File: src/rtl/reg_file.sv
// rtl/reg_file.sv - architectural register file, 2 combinational read ports, 1 write port, debug read
module reg_file #(
    parameter int DATA_W = 32,
    parameter int ADDR_W = 5,
    parameter int BYPASS = 0
) (
    input  logic              clk,
    input  logic              rst,
    input  logic [ADDR_W-1:0] rs_addr,
    input  logic [ADDR_W-1:0] rt_addr,
    output logic [DATA_W-1:0] rs_data,
    output logic [DATA_W-1:0] rt_data,
    input  logic              reg_write,
    input  logic [ADDR_W-1:0] wr_addr,
    input  logic [DATA_W-1:0] wr_data,
    input  logic [ADDR_W-1:0] dbg_addr,
    output logic [DATA_W-1:0] dbg_data
);

    localparam int DEPTH = 1 << ADDR_W;

    // Register 0 has no storage; it is synthesised as a constant on every read path.
    logic [DATA_W-1:0] regs [1:DEPTH-1];

    // A write is only meaningful for a non-zero destination outside reset.
    logic wr_en;
    logic wr_live;

    logic [DATA_W-1:0] rs_stored;
    logic [DATA_W-1:0] rt_stored;
    logic [DATA_W-1:0] dbg_stored;

    logic rs_hit;
    logic rt_hit;

    // Decode the write qualifier once so storage and bypass agree on what counts as a write.
    always_comb begin
        wr_en   = reg_write && (wr_addr != '0);
        wr_live = wr_en && !rst;
    end

    // Storage update: reset clears every register and overrides any write in the same cycle.
    always_ff @(posedge clk) begin
        for (int i = 1; i < DEPTH; i++) begin
            if (rst) begin
                regs[i] <= '0;
            end else if (wr_en && (wr_addr == ADDR_W'(i))) begin
                regs[i] <= wr_data;
            end
        end
    end

    // Stored-value read muxes; address 0 falls through to the zero default.
    always_comb begin
        rs_stored  = '0;
        rt_stored  = '0;
        dbg_stored = '0;
        for (int i = 1; i < DEPTH; i++) begin
            if (rs_addr == ADDR_W'(i)) begin
                rs_stored = regs[i];
            end
            if (rt_addr == ADDR_W'(i)) begin
                rt_stored = regs[i];
            end
            if (dbg_addr == ADDR_W'(i)) begin
                dbg_stored = regs[i];
            end
        end
    end

    // Bypass match per read port; a zero address can never match because wr_live excludes it.
    always_comb begin
        rs_hit = (BYPASS != 0) && wr_live && (rs_addr == wr_addr);
        rt_hit = (BYPASS != 0) && wr_live && (rt_addr == wr_addr);
    end

    // Output selection: reset forces zero, otherwise bypassed or stored data; debug is never bypassed.
    always_comb begin
        rs_data  = '0;
        rt_data  = '0;
        dbg_data = '0;
        if (!rst) begin
            rs_data  = rs_hit ? wr_data : rs_stored;
            rt_data  = rt_hit ? wr_data : rt_stored;
            dbg_data = dbg_stored;
        end
    end

endmodule
File: config.mk
export PLATFORM = sky130hd
export DESIGN_NAME = reg_file
export DESIGN_NICKNAME = d
export VERILOG_FILES = /design/src/rtl/reg_file.sv
export SDC_FILE = /design/constraint.sdc
export NUM_CORES = 2
export LEC_CHECK = 0
export ABC_AREA = 1
export CORE_AREA = 2 2 389 391
export CTS_BUF_LIST = sky130_fd_sc_hd__clkbuf_4 sky130_fd_sc_hd__clkbuf_8 sky130_fd_sc_hd__clkbuf_16
export CTS_CLUSTER_SIZE = 30
export DETAILED_ROUTE_END_ITERATION = 8
export DIE_AREA = 0 0 391 393
export PLACE_DENSITY_LB_ADDON = 0.3
export REMOVE_ABC_BUFFERS = 1
export SLEW_MARGIN = 20
export SYNTH_ARGS = -nofsm -noshare
export SYNTH_HDL_FRONTEND = slang
export SYNTH_SLANG_ARGS = --single-unit
File: constraint.sdc
create_clock -name clk -period 4.8 [get_ports clk]
set_input_delay 1.44 -clock clk [delete_from_list [all_inputs] [get_ports clk]]
set_output_delay 1.44 -clock clk [all_outputs]
set_load 0.05 [all_outputs]
======== After elaboration in Yosys (flattened, before gate mapping) ========
Memories as Yosys holds them, arrays and structs flattened.
Cells that the tools add are included.
word-level totals
  flip-flop bits (word level) ............. 0
  memories ................................ 1
  bits in writable memories ............... 992
  word-level logic and storage cells ...... 411
operators by class
  bitwise logic cells ..................... 31
  muxes and demuxes ....................... 222
  eq/ne operators ......................... 124
  reduce and logical (&&, ||, !) cells .... 33
memory list
  memory  words  width  read ports  clocked after Yosys merged registers in  write ports  RTL line  RTL
  regs    31     32     31          0                                        31           23        logic [DATA_W-1:0] regs [1:DEPTH-1];
operator list
  cell                                                 number
  two-way mux 32 bit                                   127
  equality test 5 bit, second input constant           64
  equality test 5 x 4 -> 1 bit, second input constant  32
  two-way mux 1 bit                                    95
  equality test 5 x 3 -> 1 bit, second input constant  16
  equality test 5 x 2 -> 1 bit, second input constant  8
  logical AND 1 bit                                    32
  bitwise OR 1 bit                                     31
  equality test 5 x 1 -> 1 bit, second input constant  4
  nonzero test 5 bit                                   1

======== Depth between registers and ports, before layout ========
  depth in word-level cells ............... 33
  gate-level depth with buffers ........... 26
  mapped depth without buffers ............ 24

======== Worst setup path after synthesis ========
OpenSTA, ideal clock, no wires.
  path kind ............................... in2out
  start ................................... input dbg_addr[2]
  end ..................................... output dbg_data[31]
  setup slack ............................. -490 ps
  path buffers ............................ 1
  cell stages on the path ................. 22
  arrival time ............................ 3850 ps
  cells stage by stage .................... nor2_1 -> nand2_1 -> nor2_1 -> buf_2 -> nand2_1 -> nand3_1 -> nand2_1 -> nand4_1 -> nand2_1 -> nand3_1 -> nand2_1 -> nand4_1 -> nor2_1 -> nand4_1 -> nand2_1 -> nand4_1 -> nand2_1 -> nand4_1 -> nand2_1 -> nand3_1 -> nand2_1 -> a21oi_1
on the way
  word-level cells in the longest chain between the ends .. 33
  elaborated cells on any way between the ends .. 63
  those cells by class .................... eq/ne (31); mux (32)
RTL lines
  element                           RTL line  RTL
  start, declared                   16        input logic [ADDR_W-1:0] dbg_addr,
  equality test 5 x 1 -> 1 bit      65        if (dbg_addr == ADDR_W'(i)) begin
  two-way mux 32 bit (30 in a row)  65
  two-way mux 32 bit (*)            65
  two-way mux 32 bit (*)            82        if (!rst) begin
  end, declared                     17        output logic [DATA_W-1:0] dbg_data
Mark *: on every way between the ends. The rest lies on a longest branch, timed or not.

======== Worst setup path after layout ========
  start ................................... input rs_addr[1]
  end ..................................... output rs_data[0]
on the way
  word-level cells in the longest chain between the ends .. 33
  elaborated cells on any way between the ends .. 63
  those cells by class .................... eq/ne (31); mux (32)
RTL lines
  element                           RTL line  RTL
  start, declared                   9         input logic [ADDR_W-1:0] rs_addr,
  equality test 5 x 1 -> 1 bit      59        if (rs_addr == ADDR_W'(i)) begin
  two-way mux 32 bit (30 in a row)  59
  two-way mux 32 bit (*)            59
  two-way mux 32 bit (*)            82
  end, declared                     11        output logic [DATA_W-1:0] rs_data,
Marks and branches as above.

==> flow_summary_export.csv <==
group,metric,value,unit
run_status,status,"complete, but fails checks",
run_status,violations,"DRC, setup timing",
sta,hold_violations,0,
grt,grt_max_degree,98,
clock_network,cts_max_level,3,
route,vias,62300,
sta,fin_crit_sh,127,%
worst_setup_path,worstSetupPathType,"input port to output port",
finish,n_antenna_cell,0,
worst_hold_path,whs_path_depth,4,
placed_design,dpl_cell_area,0.0692,mm2
sta,fin_ws,-1.29,ns
synthesis,syn_area,0.0594,mm2
clock_network,hold_buffers,0,
worst_hold_path,holdPathEnd,"regs[0][1021]",
grt,grt_overflow,0,
clock_network,cts_tree,"yes",
synthesis,synth_cell_type_count,27,
placed_design,place.gp.congestion,0.977,
clock_network,clk_pin_slew,0.06,ns
route,drtPass1Iterations,9,
route,wl_met3,31400,um
synthesis,syn_area_per_cell,7.31,um2
sta,setup_violations,96,
finish,largest_reg_flops,992,
placed_design,dp_hpwl,173000,um
route,top_layer_used,"met4",
pwr,worst_ir_drop_vdd,319,uV
finish,syn2layout_area_growth,29.0,%
worst_hold_path,hold_start,"wr_data[29]",
floorplan,core,0.149,mm2
floorplan,io_pins,151,
worst_setup_path,critPathArrivalTime,4.65,ns
sta,timing.hold.ws,1.66,ns
sta,rsz0062_at_grt,"yes",
sta,max_freq,0.164,GHz
route,avgRoutedWirePerCell,23.0,um
synthesis,yosysSeqAreaShare,50.2,%
worst_setup_path,cpPeakStageDelay,0.21,ns
grt,antenna_found_initial,1,
clock_network,cts-buffers-inserted,115,
sta,tightest_slew,1.12,ns
floorplan,die_height,393,um
floorplan,die_w,391,um
grt,grt_pass1_wl,363000,um
sta,relSlewSlack,25.6,%
grt,grt_pass1_vias,59700,
floorplan,fp-row-count,142,
finish,nets,8805,
finish,fillers,13700,
route,totalWireLength,249000,um
sta,setup_tns,-102.38,ns
worst_setup_path,cp_top_family,"simple AND/OR/NAND/NOR gates",
route,via_per_inst,5.78,
worst_hold_path,hp-class,"input port to flip-flop",
synthesis,synthCells,8129,
finish,final_area,0.0766,mm2
clock_network,cts.path.max_buffers,3,
worst_setup_path,crit_required,3.36,ns
route,postRouteAntennaNets,0,
flow_run,drv_cap,0,
finish,top_register,"regs",
route,wl_met1,92500,um
pwr,static-leakage-power,31.6,nW
worst_setup_path,slowest_stage,"nand4_1",
route,wl_met2,112000,um
floorplan,die_area,0.154,mm2
pwr,p_per_area,301,mW/mm2
worst_setup_path,cp_max_fo,5,
route,drcViolationCount,1,
pwr,fin_total_pwr,23.0,mW
grt,gr-usage-all-layers,31.4,%
worst_setup_path,crit_buf_inv,8,
clock_network,clock-sinks,992,
worst_setup_path,path_common_cell,"nand4_1",
worst_setup_path,crit_path_end_kind,"output port",
route,drt_iter0_drc,9233,
finish,top_regs,"regs: 992 flops",
finish,layout-drive-gt1-share,20.1,%
clock_network,cts-root-buf,"clkbuf_16",
synthesis,ys_seq_elements,992,
sta,period_minus_slack,6.09,ns
sta,slew_violations,0,
worst_setup_path,cp-start-kind,"input port",
finish,post-route-util,51.4,%
synthesis,yosysWarnings,0,
floorplan,initial_core_util,39.8,%
placed_design,portBuffers,150,
[cells in the final DEF (no fill, tap or decap), drive strengths merged]
| cell type | n |
|---|---|
| a21oi | 151 |
| nand3 | 254 |
| nor3 | 12 |
| bufinv | 13 |
| inv | 745 |
| o21ai | 242 |
| o211ai | 1 |
| o22ai | 1 |
| or2 | 56 |
| bufbuf | 4 |
| nor3b | 3 |
| edfxtp | 992 |
| clkdlybuf4s50 | 39 |
| nand4 | 682 |
| clkinv | 67 |
| buf | 982 |
| nor2 | 1945 |
| nand2 | 2512 |
| clkbuf | 144 |
[per-layer routing]
layer,vias up,global-route usage (%)
li1,27600,-
met1,29500,41.0
met2,4377,50.0
met3,892,6.39
met4,0,14.8
met5,-,0
[cell families (layout without fill, tap and decap cells)]
family	Yosys count	count (layout)	synth area share (%)
DFF	992	992	50.2
buffers and inverters	1278	1994	8.18
AOI/OAI and AO/OA	395	395	3.33
and+or+nand+nor	5464	5464	38.3
[timing repair]
item,in CTS,in global routing
cloned,17,3
resized for setup,477,289
buffers inserted,66,46
pin swaps,153,291
endpoints found under the setup margin,96,96
[synth_stat cells, drive strengths merged]
master | n | area [um2]
nand3 | 254 | 1270
nand2 | 2512 | 9440
o211ai | 1 | 7.51
o21ai | 242 | 1210
nor3b | 3 | 22.5
clkinv | 8 | 30.0
edfxtp | 992 | 29800
buf | 50 | 249
nand4 | 682 | 4270
o22ai | 1 | 6.26
a21oi | 151 | 756
clkbuf | 475 | 1780
inv | 745 | 2800
or2 | 56 | 350
nor3 | 12 | 86.3
nor2 | 1945 | 7330
[layout make-up]
| cell class | count | area [um2] | area share (%) |
|---|---|---|---|
| clock buffer | 140 | 3080 | 4.02 |
| clock inverter | 72 | 761 | 0.993 |
| inverter | 753 | 2860 | 3.74 |
| multi-input combinational | 5859 | 26400 | 34.4 |
| sequential | 992 | 29800 | 38.9 |
| tap | 1944 | 2430 | 3.17 |
| timing repair buffer | 1029 | 11300 | 14.8 |
[stage by stage]
stage	setup WS (ns)	instances
after detailed placement	-1.74	10500
after floorplan	-2.18	7604
after global routing	-1.37	10800
final	-1.29	10800
after global placement	-1.81	10500
after CTS	-1.17	10700
[worst max path at each step]
stage	from	to	slack, ns	depth (start not counted)
CTS	rs_addr[2]	rs_data[3]	-1.17	25
global route	rt_addr[2]	rt_data[16]	-1.37	25
finish	rs_addr[1]	rs_data[0]	-1.29	25
floorplan	dbg_addr[0]	dbg_data[21]	-2.18	18
detailed placement	rs_addr[1]	rs_data[19]	-1.74	24
global placement	rs_addr[1]	rs_data[27]	-1.81	26
[report_power, final]
part / total (mW) / internal, mW / switching [mW]
Sequential: 10.4 / 10.0 / 0.349
Clock: 9.06 / 5.26 / 3.80
Combinational: 3.60 / 1.17 / 2.43
Total: 23.0 / 16.5 / 6.58
Power figures use the tool's default switching activity.
